==> config.mk <==
export PLATFORM = sky130hd
export DESIGN_NAME = ram_port_arbiter
export DESIGN_NICKNAME = d
export VERILOG_FILES = /design/src/rtl/ram_port_arbiter.sv
export SDC_FILE = /design/constraint.sdc
export NUM_CORES = 1
export LEC_CHECK = 0
export CAP_MARGIN = 20
export CORE_UTILIZATION = 38
export DETAILED_ROUTE_END_ITERATION = 10
export GPL_ROUTABILITY_DRIVEN = 0
export HOLD_SLACK_MARGIN = 0.02
export MAX_ROUTING_LAYER = met4
export PLACE_DENSITY = 0.86
export SLEW_MARGIN = 0
export SYNTH_ARGS = -nofsm -noshare
export SYNTH_HDL_FRONTEND = slang
export SYNTH_SLANG_ARGS = --single-unit
==> constraint.sdc <==
create_clock -name i_clk -period 5.2 [get_ports i_clk]
set_input_delay 1.56 -clock i_clk [delete_from_list [all_inputs] [get_ports i_clk]]
set_output_delay 1.56 -clock i_clk [all_outputs]
set_load 0.01 [all_outputs]
==> src/rtl/ram_port_arbiter.sv <==
// ram_port_arbiter
//   Round-robin arbiter that shares one synchronous RAM port (1-cycle read
//   latency) among NUM_PORTS requesters. The winner's command is latched in
//   IDLE, issued in ISSUE, and for reads the returned word is captured in RESP
//   and presented with a one-cycle per-port rvalid pulse. Only one access is
//   in flight at a time.
//
//   Optional feature macro: ARB_HALT_DETECT_EN
//     When defined, a read that returns HALT_WORD parks the arbiter in HALT
//     (sticky halt flag, no further grants) until i_clear.
//     When undefined, HALT is unreachable and o_halt stays 0.
//
// Ports
//   i_clk        clock, rising edge
//   i_clear      asynchronous active-high reset
//   i_req        per-port request (level)
//   i_we         per-port write enable (1=write)
//   i_addr       per-port address, port i at [i*ADDR_W +: ADDR_W]
//   i_wdata      per-port write data, same packing
//   o_gnt        one-hot grant pulse, the cycle the access is issued
//   o_rvalid     one-hot read-data-valid pulse
//   o_rdata      read data, held between reads
//   o_busy       1 in any state other than IDLE
//   o_halt       sticky halt flag
//   o_mem_en/o_mem_we/o_mem_addr/o_mem_wdata  RAM command
//   i_mem_rdata  RAM read data, valid the cycle after a read strobe
module ram_port_arbiter #(
  parameter int NUM_PORTS = 4,
  parameter int ADDR_W    = 16,
  parameter int DATA_W    = 16,
  parameter logic [DATA_W-1:0] HALT_WORD = {DATA_W{1'b1}}
) (
  input  logic                          i_clk,
  input  logic                          i_clear,
  input  logic [NUM_PORTS-1:0]          i_req,
  input  logic [NUM_PORTS-1:0]          i_we,
  input  logic [NUM_PORTS*ADDR_W-1:0]   i_addr,
  input  logic [NUM_PORTS*DATA_W-1:0]   i_wdata,
  output logic [NUM_PORTS-1:0]          o_gnt,
  output logic [NUM_PORTS-1:0]          o_rvalid,
  output logic [DATA_W-1:0]             o_rdata,
  output logic                          o_busy,
  output logic                          o_halt,
  output logic                          o_mem_en,
  output logic                          o_mem_we,
  output logic [ADDR_W-1:0]             o_mem_addr,
  output logic [DATA_W-1:0]             o_mem_wdata,
  input  logic [DATA_W-1:0]             i_mem_rdata
);

  localparam int PW = (NUM_PORTS > 1) ? $clog2(NUM_PORTS) : 1;

  typedef enum logic [1:0] {S_IDLE, S_ISSUE, S_RESP, S_HALT} state_t;

  state_t                r_state, w_next;
  logic [PW-1:0]         r_ptr, r_win, w_win;
  logic                  r_we, w_any;
  logic [ADDR_W-1:0]     r_addr;
  logic [DATA_W-1:0]     r_wdata, r_rdata;
  logic [NUM_PORTS-1:0]  r_rvalid, w_win_oh;
  logic                  r_halt, w_issue;

  // (a + k) mod NUM_PORTS, with k < NUM_PORTS
  function automatic logic [PW-1:0] wrap_add(input logic [PW-1:0] a, input int k);
    int s;
    s = int'(a) + k;
    if (s >= NUM_PORTS) s = s - NUM_PORTS;
    return s[PW-1:0];
  endfunction

  // Scan from the farthest offset down to ptr so the nearest requester at or
  // after ptr is the last (winning) assignment.
  always_comb begin
    w_any = 1'b0;
    w_win = '0;
    for (int k = NUM_PORTS - 1; k >= 0; k--) begin
      if (i_req[wrap_add(r_ptr, k)]) begin
        w_any = 1'b1;
        w_win = wrap_add(r_ptr, k);
      end
    end
  end

  always_comb begin
    w_next = r_state;
    case (r_state)
      S_IDLE:  if (w_any) w_next = S_ISSUE;
      S_ISSUE: w_next = r_we ? S_IDLE : S_RESP;
      S_RESP: begin
        w_next = S_IDLE;
`ifdef ARB_HALT_DETECT_EN
        if (i_mem_rdata == HALT_WORD) w_next = S_HALT;
`endif
      end
`ifdef ARB_HALT_DETECT_EN
      S_HALT:  w_next = S_HALT;
`else
      S_HALT:  w_next = S_IDLE;
`endif
      default: w_next = S_IDLE;
    endcase
  end

  always_ff @(posedge i_clk or posedge i_clear) begin
    if (i_clear) begin
      r_state  <= S_IDLE;
      r_ptr    <= '0;
      r_win    <= '0;
      r_we     <= 1'b0;
      r_addr   <= '0;
      r_wdata  <= '0;
      r_rdata  <= '0;
      r_rvalid <= '0;
      r_halt   <= 1'b0;
    end else begin
      r_state  <= w_next;
      r_rvalid <= '0;
      if (r_state == S_IDLE && w_any) begin
        r_win   <= w_win;
        r_we    <= i_we[w_win];
        r_addr  <= i_addr[w_win*ADDR_W +: ADDR_W];
        r_wdata <= i_wdata[w_win*DATA_W +: DATA_W];
        r_ptr   <= wrap_add(w_win, 1);
      end
      if (r_state == S_RESP) begin
        r_rdata  <= i_mem_rdata;
        r_rvalid <= w_win_oh;
`ifdef ARB_HALT_DETECT_EN
        if (i_mem_rdata == HALT_WORD) r_halt <= 1'b1;
`endif
      end
    end
  end

  assign w_win_oh    = NUM_PORTS'(1) << r_win;
  assign w_issue     = (r_state == S_ISSUE);
  // Command outputs are combinational from state so clear kills them at once.
  assign o_mem_en    = w_issue;
  assign o_mem_we    = w_issue & r_we;
  assign o_mem_addr  = r_addr;
  assign o_mem_wdata = r_wdata;
  assign o_gnt       = w_issue ? w_win_oh : '0;
  assign o_rvalid    = r_rvalid;
  assign o_rdata     = r_rdata;
  assign o_busy      = (r_state != S_IDLE);
  assign o_halt      = r_halt;

endmodule

==> results.yml, run 1 <==
run_status:
  outcome: "completed"
worst_setup_path:
  cp_top_family: "buffers and inverters"
  worstSetupPathType: "input pin to flip-flop"
  cp_slowest_cell: "nand2_1"
  crit_top_cell: "buf_4"
  critPathCaptureType: "flip-flop"
  critPathLaunchType: "input pin"
  crit_chain: "clkdlybuf4s50_1, nor2_1, a21o_1, buf_4, inv_1, nand2_1, buf_4, o221ai_1"
  slowest_delay_ps: 510
  worstPathArrival_ps: 3880
  worstPathMaxFanout: 39
  critPathBufInv: 4
  required_ps: 5390
clock_network:
  clock-sinks: 59
  cts.clk_slew.worst_paths_ps: 70
  cts_tree: "yes"
  cts_max_level: 3
  post_cts_buffers: 0
  cts_buffer_depth: 2
  hold_buffers: 0
  insertion_delay_ps: 320
  numCtsBuffers: 9
  cts-root-buf: "clkbuf_8"
  cts_resized: 0
floorplanning:
  rows: 32
  fp.dieArea_sq_um: 8558
  coreArea_sq_um: 7807
  die_h_microns: 92.51
  die_width_microns: 92.51
  io_pins: 214
  initial_core_util: 0.3987
power:
  vdd_drop_max_v: 0.0002628
  power_mw: 2.673
  power.leakage_nw: 2.442
  powerDensity_nw_per_um2: 488.5
layout:
  nets: 669
  layout-drive-gt1-share: 0.04615
  antenna_cells: 0
  syn2layout_area_growth_pct: 75.76
sta:
  slew_viol_final: 0
  layout_min_cycle_time_ps: 3691
  hold_viol: 0
  whs_ps: 474.9
  worst_pin_slew_ps: 728.8
  fin_setup_tns_ps: 0
  max_slew_margin: 0.5141
  setup_viol: 0
  timing.final.crit_share: 0.7097
  clock_skew_ps: 7.077
  rsz0062_at_grt: "no"
  fmax_mhz: 271.0
synthesis:
  syn-cell-area_sq_um: 3113
  synth_edf_count: 0
  async_reset_ff_frac: 1.000
  synth_nets: 463
  yosysTopAreaCell: "dfrtp_1"
  ys.flop_type: "dfrtp_1"
  synth.area.top_cells: "dfrtp_1 47%, mux2i_1 22%, nand2_1 11%"
  synth.distinct_cells: 26
  ys_warn_count: 1
  synth_common_cells: "90 x nand2_1, 67 x mux2i_1, 59 x dfrtp_1, 33 x o221ai_1, 11 x nor2_1"
  synth_top_area_frac: 0.4743
  ys_ff_latch: 59
  seq_area_frac_synth: 0.4743
  synth_cells: 309
  syn_area_per_cell_sq_um: 10.07
  synth_most_common_cell: "nand2_1"
global_routing:
  grt_max_degree: 40
  overflow: 0
  grtUsageTotal: 0.2337
  grt_pass1_vias: 3311
  antenna_found_initial: 0
  grt_pass1_wl_microns: 15170
placement:
  io_buffers: 212
  post-dp-hpwl_microns: 7649
worst_hold_path:
  hp-class: "flip-flop to flip-flop"
job:
  drv_cap: 0
drt:
  via_per_inst: 5.146
  dr_total_vias: 3201
  wl_per_cell_microns: 15.50
  drt_iter0_markers: 62
  dr.pass1.iters: 4
  drc: 0
  detail-route-antenna-nets: 0
  totalWireLength_microns: 9638
## placed cells by master (no fill, tap or decap), types with 2 or more instances in the layout
cell type and count:
mux2i_1 67, o221ai_1 33, o21ai_1 2, buf_4 7, a21oi_1 2, clkdlybuf4s50_1 212, clkbuf_8 9, nor2_1 11
or2_1 2, dfrtp_1 59, inv_1 2, nand2_1 90, nor3_1 2, clkinvlp_4 3, nand2b_1 6
## worst paths after layout
path                                              from                           to  slack [ps]  depth (start not counted)
worst min register to register        r_we$_DFFE_PP0P_       r_state[1]$_DFFE_PP0P_         470                          1
min in group asynchronous                      i_clear       o_rdata[2]$_DFFE_PP0P_        1650                          2
worst max-delay path                          i_req[0]  o_mem_wdata[11]$_DFFE_PP0P_        1510                          8
worst max register to register  r_state[1]$_DFFE_PP0P_  o_mem_wdata[11]$_DFFE_PP0P_        2860                          7
worst min-delay path                  r_we$_DFFE_PP0P_       r_state[1]$_DFFE_PP0P_         470                          1
max in group asynchronous                      i_clear   o_mem_addr[11]$_DFFE_PP0P_        2730                          3
## routing by layer
metal  vias up  wire, microns  track usage
met2       190           4879       0.4000
met5         -              0            -
met1      1473           3619       0.2555
li1       1504              -            -
met3        34            780      0.05090
met4         0            358       0.1185
## report_power, final
part,internal [mW],switching (mW)
Combinational,0.771,0.691
Clock,0.221,0.179
Sequential,0.679,0.132
## logic make-up after synthesis
group,synth area share
flip-flops,0.4743
AND/OR/NAND/NOR,0.1475
other,0.001205
buffers and inverters,0.05024
multiplexers,0.2154
XOR/XNOR,0.002814
AO/OA/AOI/OAI,0.1085
## registers in the layout, summed over array words and instances, names as in the netlist
signal,cells
o_mem_wdata,16
r_win,2
r_we,1
o_rvalid,4
o_rdata,16
r_ptr,2
o_mem_addr,16
r_state,2
## final cells by class
class                           count  area (sq um)
Fill cell                         619          2336
Timing Repair Buffer              219          2175
Tap cell                          102         127.6
Sequential cell                    59          1476
Clock buffer                       10         127.6
Multi-Input combinational cell    223          1488
Clock inverter                      6         66.31
Inverter                            3         11.26
## through the flow
step / setup slack, ps / instance area (sq um) / utilization / instances
after floorplan: 2184 / 3113 / - / 309
after global placement: 1319 / 5270 / 0.6750 / 605
after detailed placement: 1193 / 5270 / 0.6750 / 605
after CTS: 1586 / 5464 / 0.6998 / 621
after global routing: 1348 / 5472 / 0.7008 / 622
final: 1509 / 5472 / 0.7008 / 622
Power figures use the tool's default switching activity.
==> run 2, diff against run 1 <==
Settings changed: CORE_UTILIZATION 38 to 36, PLACE_DENSITY 0.86 to 0.82.
Clock period 5.2 ns to 3.4 ns, I/O delays scaled along.
==> results.yml, run 2 (synthesis results as in run 1) <==
run_status:
  outcome: "completed"
worst_setup_path:
  timing.rr.end: "o_mem_addr[13]$_DFFE_PP0P_"
  worstPathArrival_ps: 1750
  r2r-start: "r_ptr[1]$_DFFE_PP0P_"
  critPathLaunchType: "flip-flop"
  cp-endpoint: "o_gnt[0]"
  worstSetupPathType: "flip-flop to primary output"
  critPathCaptureType: "primary output"
  rrSetupSlack_ps: 1520
  reg2reg_depth: 5
  worstPathMaxFanout: 6
  required_ps: 2380
  startpoint: "r_state[1]$_DFFE_PP0P_"
sta:
  rsz0062_at_grt: "no"
  slew_viol_final: 0
  hold_viol: 0
  setup_viol: 0
  worst_pin_slew_ps: 1029
  clock_skew_ps: 12.72
  fin_setup_tns_ps: 0
  layout_min_cycle_time_ps: 2774
  max_slew_margin: 0.3123
  timing.final.crit_share: 0.8160
  fmax_mhz: 360.4
drt:
  via_per_inst: 5.049
  dr.pass1.iters: 4
  wl_per_cell_microns: 15.46
  drt_iter0_markers: 43
  totalWireLength_microns: 9696
  drc: 0
  detail-route-antenna-nets: 0
  dr_total_vias: 3166
clock_network:
  insertion_delay_ps: 340
  cts-root-buf: "clkbuf_8"
  cts_max_level: 3
  cts.clk_slew.worst_paths_ps: 70
  hold_buffers: 0
  clock-sinks: 59
  post_cts_buffers: 0
  cts_buffer_depth: 2
  cts_resized: 0
  cts_tree: "yes"
  numCtsBuffers: 9
layout:
  final-seq-area_sq_um: 1476
  antenna_cells: 0
  layout_common_cells: "212 x clkdlybuf4s50_1, 90 x nand2_1, 67 x mux2i_1"
  layout_commonest_cell: "clkdlybuf4s50_1"
  fill_cells: 653
  syn2layout_area_growth_pct: 77.21
  final_area_sq_um: 5517
  multi_input_area_sq_um: 1488
  finalNonFillerCells: 627
  nets: 671
  layout-drive-gt1-share: 0.05172
global_routing:
  grtUsageTotal: 0.2249
  grtUsageMet1: 0.2425
  antenna_found_initial: 0
  grt_max_degree: 37
  top_usage_layer: "met2"
  grt_use_met3: 0.04992
  met2_usage: 0.3861
  grt_pass1_wl_microns: 14840
  grt_pass1_vias: 3242
  overflow: 0
floorplanning:
  rows: 33
  die_h_microns: 94.99
  initial_core_util: 0.3751
  coreArea_sq_um: 8299
  fp.dieArea_sq_um: 9023
  io_pins: 214
  die_width_microns: 94.99
power:
  vdd_drop_max_v: 0.0002832
  power_mw: 4.114
  power.leakage_nw: 2.462
  powerDensity_nw_per_um2: 745.7
placement:
  io_buffers: 212
  dp.cells: 611
  post-dp-hpwl_microns: 7582
  placed_cell_area_sq_um: 5334
job:
  drv_cap: 0
worst_hold_path:
  hp-class: "flip-flop to flip-flop"
run 2: changes by cell type in the layout (fill, tap and decap cells not counted), sizes merged:
cell,before,now
clkbuf,10,9
inv,3,6
clkinvlp,3,2
bufinv,1,0
buf,7,9
run 2: area by class of cell:
| type | count | area share |
|---|---|---|
| Timing Repair Buffer | 221 | 0.4037 |
| Multi-Input combinational cell | 223 | 0.2697 |
| Sequential cell | 59 | 0.2676 |
| Inverter | 3 | 0.002041 |
| Clock buffer | 9 | 0.02245 |
| Tap cell | 105 | 0.02381 |
| Clock inverter | 7 | 0.01066 |
run 2: how the worst min path moves through the flow:
stage / startpoint / to / slack, ps / depth (start not counted)
5_1_grt: r_we$_DFFE_PP0P_ / r_state[1]$_DFFE_PP0P_ / 490 / 1
3_5_place_dp: o_rdata[12]$_DFFE_PP0P_ / o_rdata[12]$_DFFE_PP0P_ / 460 / 2
4_1_cts: o_rdata[12]$_DFFE_PP0P_ / o_rdata[12]$_DFFE_PP0P_ / 480 / 2
3_3_place_gp: o_rdata[13]$_DFFE_PP0P_ / o_rdata[13]$_DFFE_PP0P_ / 460 / 2
2_1_floorplan: r_we$_DFFE_PP0P_ / r_state[1]$_DFFE_PP0P_ / 420 / 1
6_report: o_rdata[12]$_DFFE_PP0P_ / o_rdata[12]$_DFFE_PP0P_ / 480 / 2
run 2: stage by stage:
stage	hold WS [ps]	util	worst slack, ps
after floorplan	417.0	-	923.7
after global placement	456.2	0.6427	496.9
after detailed placement	463.7	0.6427	428.1
after CTS	481.3	0.6647	589.8
after global routing	493.3	0.6647	564.9
final	477.0	0.6647	625.5
run 2: layer usage:
layer  part of all wire  wire, microns
met2               0.52           5060
met4              0.033            316
met1               0.38           3673
met5                  0              0
met3              0.067            646
run 2: where the power goes:
part           leakage, nW  total [mW]  internal [mW]  switching (mW)
Clock               0.0868       0.592          0.274           0.318
Combinational         1.64        2.28           1.22            1.06
Sequential           0.732        1.25           1.04           0.207
run 2: worst max-delay path: stages, from the launching register on:
cell and delay (ps):
dfrtp_1 400, nand2b_1 240, nor3_1 200, clkdlybuf4s50_1 590
